**src/rtl/somador_1bit.sv**
```systemverilog
// somador_1bit: 1-bit full adder leaf cell with optional output register
// and an internal carry flop for LSB-first bit-serial addition.
module somador_1bit #(
  parameter bit REG_OUT   = 1'b1,
  parameter bit SERIAL_EN = 1'b1
) (
  input  logic clk,
  input  logic rst_n,
  input  logic in_valid,
  input  logic a,
  input  logic b,
  input  logic cin,
  input  logic use_carry,
  output logic s,
  output logic cout,
  output logic out_valid,
  output logic carry_q
);

  logic ci;
  logic s_c;
  logic cout_c;

  assign ci     = (SERIAL_EN && use_carry) ? carry_q : cin;
  assign s_c    = a ^ b ^ ci;
  assign cout_c = (a & b) | (a & ci) | (b & ci);

  always_ff @(posedge clk) begin
    if (!rst_n) begin
      carry_q <= 1'b0;
    end else if (in_valid) begin
      carry_q <= cout_c;
    end
  end

  generate
    if (REG_OUT) begin : g_reg
      logic s_q;
      logic cout_q;
      logic ov_q;

      // s/cout keep their last result while idle; only out_valid drops
      always_ff @(posedge clk) begin
        if (!rst_n) begin
          s_q    <= 1'b0;
          cout_q <= 1'b0;
          ov_q   <= 1'b0;
        end else begin
          ov_q <= in_valid;
          if (in_valid) begin
            s_q    <= s_c;
            cout_q <= cout_c;
          end
        end
      end

      assign s         = s_q;
      assign cout      = cout_q;
      assign out_valid = ov_q;
    end else begin : g_comb
      assign s         = s_c;
      assign cout      = cout_c;
      assign out_valid = in_valid & rst_n;
    end
  endgenerate

endmodule

```
**config.mk**
```make
export PLATFORM = sky130hd
export DESIGN_NAME = somador_1bit
export DESIGN_NICKNAME = d
export VERILOG_FILES = /design/src/rtl/somador_1bit.sv
export SDC_FILE = /design/constraint.sdc
export NUM_CORES = 1
export LEC_CHECK = 0
export BUFFER_PORTS_ARGS = -buffer_cell sky130_fd_sc_hd__clkbuf_2
export CORE_AREA = 8 8 45 47
export DETAILED_ROUTE_END_ITERATION = 10
export DIE_AREA = 0 0 53 55
export SLEW_MARGIN = 15
export SYNTH_ARGS = -nofsm -noshare
export SYNTH_HDL_FRONTEND = slang
export SYNTH_SLANG_ARGS = --single-unit
```
**constraint.sdc**
```tcl
create_clock -name clk -period 1.2 [get_ports clk]
set_input_delay 0.24 -clock clk [delete_from_list [all_inputs] [get_ports clk]]
set_output_delay 0.24 -clock clk [all_outputs]
set_load 0.02 [all_outputs]
```
==> impl_results.md, run 1 <==
- CP startpoint: cout
- Failing checks: negative setup slack
- Top cell type by total area after synthesis: dfxtp_1
- Layout Skew: 0.0484 ps
- Util after Layout: 0.177
- Max rail drop VDD: 0.000451 V
- Yosys cell types: 7
- Area Overhead vs Synth: 76.6%
- Static Leak: 0.122 nW
- Max-Cap Viols: 0
- PwrDens: 1440 nW/um2
- Setup TNS: -160 ps
- CTS tree: yes
- Mapped Area: 139 um2
- Core ar.: 1380 um2
- Clock Pin Slew Worst Setup and Hold Paths: 40 ps
- Part of the power in registers: 0.312
- Worst path required time: 1370 ps
- Slew margin rel.: 0.917
- Largest net degree at the start of global routing: 4
- Final setup vio count: 2
- Synth area leaders: dfxtp_1 (43%), fa_1 (14%), mux2i_1 (14%)
- Net Sw Frac: 0.256
- CTS Sinks: 3
- Port Buffers: 10
- Post-CTS Hold Buffers: 0
- Via Count: 125
- Endpoint class of the critical path: register
- Yosys warns: 0
- Initial DRC Count: 0
- Hold WC Path Type: in -> reg
- Power share of the combinational group: 0.181
- Crit Path Max Fanout: 2
- Total Routing Usage GR: 0.0361
- Clock network latency to the later pin of the worst-skew pair: 230 ps
- Sequential-to-total area share from yosys stat: 0.432
- Critical R2R Launch: cout
- Final GP Congestion: 0.571
- CTS Buf Count: 3
- Filler cells: 158
- # IOs: 11
- Initial antenna violation count: 0
- Root Driver: clkbuf_4
- Status: finished with violations
- Fin. max-slew vios: 0
- Antenna-violating nets left: 0
- WL final: 422 um
- Syn Area/Cell: 12.6 um2
- PnR worst setup slack: -130 ps
- Layout cell share with drive strength beyond 1: 0.720
- DR pass1 iterations: 1
- Number of global-route vias before repair: 127
- Register area: 63.8 um2
- Area after DPL: 216 um2
- Crit Path Class: reg -> reg
- Finished Cell Area: 245 um2
- Post-CTS Setup Bufs: 0
- ANT cells: 0
- Final Hold Fails: 0
- Cells after synthesis: 11
- Crit start category: register
- Std-Cell Rows: 14
- FF+latch count, synth: 3
- Pint: 0.264 mW
- Total Nets Final: 34
- Remaining Overflow, GRT: 0
- Die X: 53 um
- Final worst path period share: 1.11
- Tmin final: 1330 ps
- Clk buf depth: 2
- Vias/cell: 3.05
- Crit path arrival time: 1500 ps
- FMAX: 752 MHz
- DRC Markers: 0
- Area of the multi-input gates: 77.6 um2
- Clock power share: 0.508
- RSZ-0062 raised after global routing: true
- Worst-Margin Slew: 120 ps
- Final hold slack: 245 ps
- # H-tree levels: 1
- Post-synth top area share: 0.432
- Initial Util: 0.100
- Sw Pwr: 0.0907 mW
- WL/cell: 10.3 um
- First-pass GRT wire length: 600 um
- Die area: 2920 um2
- Die Y: 55 um
- Syn Nets: 19
- Hold Path Origin: rst_n
## through the flow
step | instances | power (mW) | setup slack, ps
floorplan | 11 | 0.148 | -122
global placement | 37 | 0.174 | -179
detailed placement | 37 | 0.174 | -169
CTS | 41 | 0.367 | -118
global route | 41 | 0.391 | -173
finish | 41 | 0.354 | -130
## worst max-delay path: stages (launching register included)
cell	delay, ps
dfxtp_4	330
mux2_4	260
fa_2	520
mux2i_1	60
nor2b_1	90
## logic make-up after synthesis
| family | after synthesis | share of synthesized area |
|---|---|---|
| mux | 3 | 0.225 |
| simple gates | 3 | 0.144 |
| flops | 3 | 0.432 |
| buf+inv | 1 | 0.0541 |
| fa+ha+maj | 1 | 0.144 |
## sequential cells by signal, summed over array words and instances, names as in the netlist
register and count:
cout 1, out_valid 1, s 1
## cells in the mapped netlist, drive strengths merged
| cell type | n |
|---|---|
| buf | 1 |
| fa | 1 |
| dfxtp | 3 |
| nor2b | 2 |
| and2 | 1 |
| mux2i | 2 |
| mux2 | 1 |
## cells in the final DEF, fill, tap and decap left out
master | Yosys | layout
clkbuf_1 | 0 | 1
dfxtp_4 | 0 | 1
dfxtp_1 | 3 | 2
clkbuf_2 | 0 | 10
clkbuf_4 | 0 | 3
mux2i_1 | 2 | 2
buf_4 | 1 | 1
fa_2 | 0 | 1
nor2b_1 | 2 | 2
and2_2 | 1 | 1
mux2_4 | 0 | 1
## final timing paths
path / slack [ps] / endpoint / cells after the start
hold reg to reg: 520 / s / 2
hold / removal: 240 / s / 2
setup / recovery: -130 / s / 4
setup reg to reg: -130 / s / 4
## cell type report
class | instances | share of cell area
multi-input cells | 7 | 0.316
repair buffers | 11 | 0.235
well taps | 16 | 0.0816
flip-flops and latches | 3 | 0.260
clock buffers | 4 | 0.107
## per-layer routing
metal  vias up  part of all wire  global-route usage  wire length (um)
met4         0                 0              0.0388                 0
li1         64                 -                   -                 -
met5         -                 0                   0                 0
met3         0              0.31              0.0588               129
met1        48              0.43              0.0381               182
met2        13              0.26              0.0195               110
## repair_timing
action | 4_1_cts | 5_1_grt
pin swaps | 0 | 0
resized for setup | 0 | 1
endpoints found under the setup margin | 2 | 2
## power by group through the flow
stage	logic, mW	clock network (mW)	registers (mW)
after floorplan	0.0260	0	0.122
after global placement	0.0627	0	0.112
after detailed placement	0.0625	0	0.112
after CTS	0.0628	0.193	0.110
after global routing	0.0714	0.208	0.111
final	0.0640	0.180	0.110
Note: power is estimated with default switching activity, not from simulation.
==> run 2, diff against run 1 <==
==> constraint.sdc (replaced) <==
create_clock -name clk -period 1.2 [get_ports clk]
set_input_delay 0.18 -clock clk [delete_from_list [all_inputs] [get_ports clk]]
set_output_delay 0.18 -clock clk [all_outputs]
set_load 0.02 [all_outputs]
==> run 2 against run 1 <==
The flow still finishes with violations (negative setup slack); cell count did not move; global-route usage up 0.051 points; non-clock buffer count is the same; sequential power barely moved; routed wire length decreased by 3.6%.
==> impl_results.md, run 2 (synthesis gave the netlist of run 1 again) <==
- Status: finished with violations
- Failing checks: negative setup slack
- Final worst path period share: 1.11 (-0.00237)
- Remaining Overflow, GRT: 0 (unchanged)
- Post-CTS Hold Buffers: 0 (unchanged)
- DRC Markers: 0 (unchanged)
- Cts repair resizes: 0 (unchanged)
- Worst path required time: 1320 ps (-50 ps)
- Number of global-route vias before repair: 157 (+24%)
- PwrDens: 1450 nW/um2 (+0.24%)
- Layout Skew: 4.02 ps (+3.97 ps)
- Final Hold Fails: 0 (unchanged)
- Worst reg-to-reg setup slack: -130 ps (about the same)
- Endpoint class of the critical path: register
- Crit start category: register
- Crit path arrival time: 1450 ps (-50 ps)
- Antenna-violating nets left: 0 (unchanged)
- ANT cells: 0 (unchanged)
- WL/cell: 9.93 um (-3.6%)
- First-pass GRT wire length: 634 um (+5.7%)
- Total Routing Usage GR: 0.0366 (+0.000507)
- CTS Buf Count: 3 (unchanged)
- FMAX: 753 MHz (+0.21%)
- Clk buf depth: 2 (unchanged)
- Initial DRC Count: 0 (unchanged)
- PnR worst setup slack: -127 ps (+2.84 ps)
- Largest net degree at the start of global routing: 4 (unchanged)
- Worst-Margin Slew: 122 ps (+1.75 ps)
- Tmin final: 1330 ps (-2.84 ps)
- Slew margin rel.: 0.916 (-0.00120)
- Initial Util: 0.100 (unchanged)
- Total Nets Final: 34 (unchanged)
- Initial antenna violation count: 0 (unchanged)
- Most common cell after layout, fill and taps aside: clkbuf_2
- Final GP Congestion: 0.555 (-2.7%)
- Layout cell share with drive strength beyond 1: 0.680 (-0.0400)
- Port Buffers: 10 (unchanged)
- Tot Pwr: 0.351 mW (-0.78%)
- Crit Path Max Fanout: 2 (unchanged)
- WP buf/inv: 0 (unchanged)
- Std-Cell Rows: 14 (unchanged)
- Worst path max stage delay: 430 ps (-90 ps)
- Core ar.: 1380 um2 (unchanged)
- Static Leak: 0.123 nW (+0.82%)
- Crit-path cells: mux2_4, fa_1, mux2i_1, nor2b_1
- Final setup vio count: 2 (unchanged)
- # H-tree levels: 1 (unchanged)
- Highest-count cells in the layout ignoring fill and taps: clkbuf_2 (10), clkbuf_4 (3), mux2i_1 (2), nor2b_1 (2), dfxtp_1 (2)
- Die area: 2920 um2 (unchanged)
- CP delay by family, top: adder cells
- Area Overhead vs Synth: 74.8%
- CTS Sinks: 3 (unchanged)
- Hold WC Path Type: in -> reg
- WL final: 407 um (-3.6%)
- Die Y: 55 um (unchanged)
- Post-CTS Setup Bufs: 0 (unchanged)
- Die X: 53 um (unchanged)
- Clock network latency to the later pin of the worst-skew pair: 230 ps (about the same)
- Vias/cell: 2.83 (-7.2%)
- CTS tree: yes
- Via Count: 116 (-7.2%)
- RSZ-0062 raised after global routing: true
- Setup WS pre-CTS: -117 ps (+51.6 ps)
- Fin. max-slew vios: 0 (unchanged)
- Max-Cap Viols: 0 (unchanged)
- Root Driver: clkbuf_4
- Max rail drop VDD: 0.000283 V (-37%)
- DR pass1 iterations: 1 (unchanged)
- Slowest stage cell, crit path: fa_1
- Clock Pin Slew Worst Setup and Hold Paths: 40 ps (about the same)
- Crit Path Class: reg -> reg
- # IOs: 11 (unchanged)
run 2: repair_timing:
action                                  CTS  global route
hold endpoints to repair                  0             0
endpoints found under the setup margin    2             2
pin swaps                                 0             0
run 2: worst paths after layout:
check             start    to  cells after the start
setup reg to reg   cout     s                      4
hold reg to reg       s     s                      2
hold / removal    rst_n  cout                      2
setup / recovery   cout     s                      4
run 2: routing by layer:
metal,routed length (um),global-route usage,vias up
met5,0,0,-
met4,0,0.0517,0
met3,90,0.0428,0
met2,98,0.0273,11
met1,218,0.0379,42
li1,-,-,63
run 2: per-stage QoR:
stage / setup TNS, ps / util / hold WS [ps] / instances / instance area (um2)
floorplan: -170 / - / 307 / 11 / 146
global route: -270 / 0.175 / 203 / 41 / 243
global placement: -131 / 0.156 / 430 / 37 / 216
finish: -185 / 0.175 / 194 / 41 / 243
CTS: -195 / 0.175 / 188 / 41 / 243
detailed placement: -169 / 0.156 / 434 / 37 / 216
run 2: final cells by class:
cell class | count | area [um2]
Tap cell | 16 | 20.0
Clock buffer | 4 | 26.3
Timing Repair Buffer | 11 | 57.6
Multi-Input combinational cell | 7 | 75.1
Sequential cell | 3 | 63.8
Fill cell | 156 | 1140
run 2: power breakdown:
group / switching, mW / total (mW) / internal [mW]
clock: 0.0539 / 0.179 / 0.125
combinational: 0.0315 / 0.0624 / 0.0309
sequential: 0.00323 / 0.110 / 0.107
total: 0.0886 / 0.351 / 0.263
==> run 3, diff against run 2 <==
Settings changed: CORE_AREA 8 8 45 47 to 5 5 42 44, DIE_AREA 0 0 53 55 to 0 0 47 49.
==> run 3 against run 2 <==
The flow still finishes with violations (negative setup slack); non-clock buffer count did not move; fmax barely moved; power rose by 0.90%; cell count did not move; clock-buffer cell count did not move; critical path type unchanged.
==> impl_results.md, run 3 (synthesis gave the netlist of run 1 again) <==
- Final worst path period share: 1.11 (about the same)
- Highest-count cells in the layout ignoring fill and taps: clkbuf_2 (10), clkbuf_4 (3), mux2i_1 (2), nor2b_1 (2), dfxtp_1 (2)
- Std-Cell Rows: 14 (unchanged)
- Die area: 2300 um2 (-21%)
- Register-to-Register Path Depth: 4 (unchanged)
- Slowest stage cell, crit path: fa_1
- Fin. max-slew vios: 0 (unchanged)
- Static Leak: 0.123 nW (unchanged)
- # IOs: 11 (unchanged)
- CTS Sinks: 3 (unchanged)
- RSZ-0062 raised after global routing: true
- Root Driver: clkbuf_4
- Worst reg-to-reg setup slack: -130 ps (about the same)
- Initial DRC Count: 0 (unchanged)
- Initial Util: 0.0991 (-0.00125)
- Area after DPL: 216 um2 (unchanged)
- Remaining Overflow, GRT: 0 (unchanged)
- Port Buffers: 10 (unchanged)
- Slew margin rel.: 0.918 (+0.00224)
- Largest net degree at the start of global routing: 4 (unchanged)
- PwrDens: 1460 nW/um2 (+0.90%)
- Finished Cell Area: 243 um2 (unchanged)
- Final setup vio count: 2 (unchanged)
- WL/cell: 8.95 um (-9.8%)
- Antenna-violating nets left: 0 (unchanged)
- Worst path required time: 1320 ps (about the same)
- WL final: 367 um (-9.8%)
- Crit Path Max Fanout: 2 (unchanged)
- Failing checks: negative setup slack
- Crit path arrival time: 1450 ps (about the same)
- Tmin final: 1330 ps (+1.06 ps)
- Clock Pin Slew Worst Setup and Hold Paths: 40 ps (about the same)
- Via Count: 124 (+6.9%)
- Initial antenna violation count: 0 (unchanged)
- First-pass GRT wire length: 634 um (unchanged)
- Die Y: 49 um (-11%)
- Max rail drop VDD: 0.000436 V (+54%)
- Final hold slack: 200 ps (+6.03 ps)
- Clk buf depth: 2 (unchanged)
- Worst-Margin Slew: 119 ps (-3.26 ps)
- Critical R2R Launch: cout
- CP startpoint: cout
- DR pass1 iterations: 1 (unchanged)
- Die X: 47 um (-11%)
- Most common cell after layout, fill and taps aside: clkbuf_2
- Status: finished with violations
- Max-Cap Viols: 0 (unchanged)
- Total Routing Usage GR: 0.0444 (+0.00784)
- Crit Path Class: reg -> reg
- Clock network latency to the later pin of the worst-skew pair: 230 ps (about the same)
- CTS tree: yes
- Vias/cell: 3.02 (+6.9%)
- Number of global-route vias before repair: 154 (-1.9%)
- Endpoint class of the critical path: register
- # H-tree levels: 1 (unchanged)
- Layout cell share with drive strength beyond 1: 0.680 (unchanged)
- Worst path max stage delay: 430 ps (about the same)
- Reg-to-reg endpoint: s
- Layout Skew: 7.04 ps (+3.02 ps)
- FMAX: 753 MHz (about the same)
- Post-CTS Hold Buffers: 0 (unchanged)
- Placed cell count: 37 (unchanged)
- CTS Buf Count: 3 (unchanged)
- Worst Setup EP: s
- Crit start category: register
- Crit-path cells: mux2_4, fa_1, mux2i_1, nor2b_1
- Area Overhead vs Synth: 74.8% (unchanged)
- Cts repair resizes: 0 (unchanged)
- ANT cells: 0 (unchanged)
- Final GP Congestion: 0.673 (+21%)
- Post-Layout Cell Count: 41 (unchanged)
- Total Nets Final: 34 (unchanged)
- DRC Markers: 0 (unchanged)
- Hold WC Path Type: in -> reg
- Final Hold Fails: 0 (unchanged)
- Core ar.: 1400 um2 (+1.3%)
- PnR worst setup slack: -128 ps (-1.06 ps)
## run 3: final cells by class
class,count,area [um2]
Timing Repair Buffer,11,57.6
Tap cell,16,20.0
Fill cell,165,1160
Multi-Input combinational cell,7,75.1
Sequential cell,3,63.8
Clock buffer,4,26.3
## run 3: worst min path at each step
| stage | startpoint | endpoint | slack [ps] | cells past startpoint |
|---|---|---|---|---|
| 6_report | rst_n | s | 200 | 2 |
| 4_1_cts | rst_n | out_valid | 190 | 2 |
| 5_1_grt | rst_n | cout | 200 | 2 |
| 2_1_floorplan | rst_n | cout | 310 | 1 |
| 3_3_place_gp | rst_n | cout | 430 | 2 |
| 3_5_place_dp | rst_n | s | 440 | 2 |
## run 3: what timing repair did
| item | 4_1_cts | 5_1_grt |
|---|---|---|
| endpoints found under the setup margin | 2 | 2 |
| cloned | 0 | 0 |
| setup buffers | 0 | 0 |
## run 3: report_power, final
| part | switching [mW] | internal (mW) |
|---|---|---|
| clock network | 0.0571 | 0.125 |
| logic | 0.0313 | 0.0308 |
| registers | 0.00333 | 0.107 |
## run 3: worst max-delay path, delay by kind of cell, from the launching register on
family / cells / cell delay (ps)
multiplexers: 2 / 390
adder cells (fa/ha/maj): 1 / 430
AND/OR/NAND/NOR: 1 / 60
flip-flops: 1 / 330
## run 3: per-layer routing
layer,part of all wire,GRT usage,vias up
met5,0,0,-
met4,0,0.0415,0
met3,0.22,0.0554,0
met2,0.28,0.0362,11
met1,0.50,0.0508,50
li1,-,-,63
## run 3: through the flow
step | total power [mW] | TNS, ps | util | setup WS (ps)
floorplan | 0.148 | -170 | - | -122
global placement | 0.173 | -139 | 0.154 | -96.2
detailed placement | 0.175 | -172 | 0.154 | -121
CTS | 0.368 | -196 | 0.173 | -137
global route | 0.391 | -306 | 0.173 | -178
finish | 0.355 | -180 | 0.173 | -128
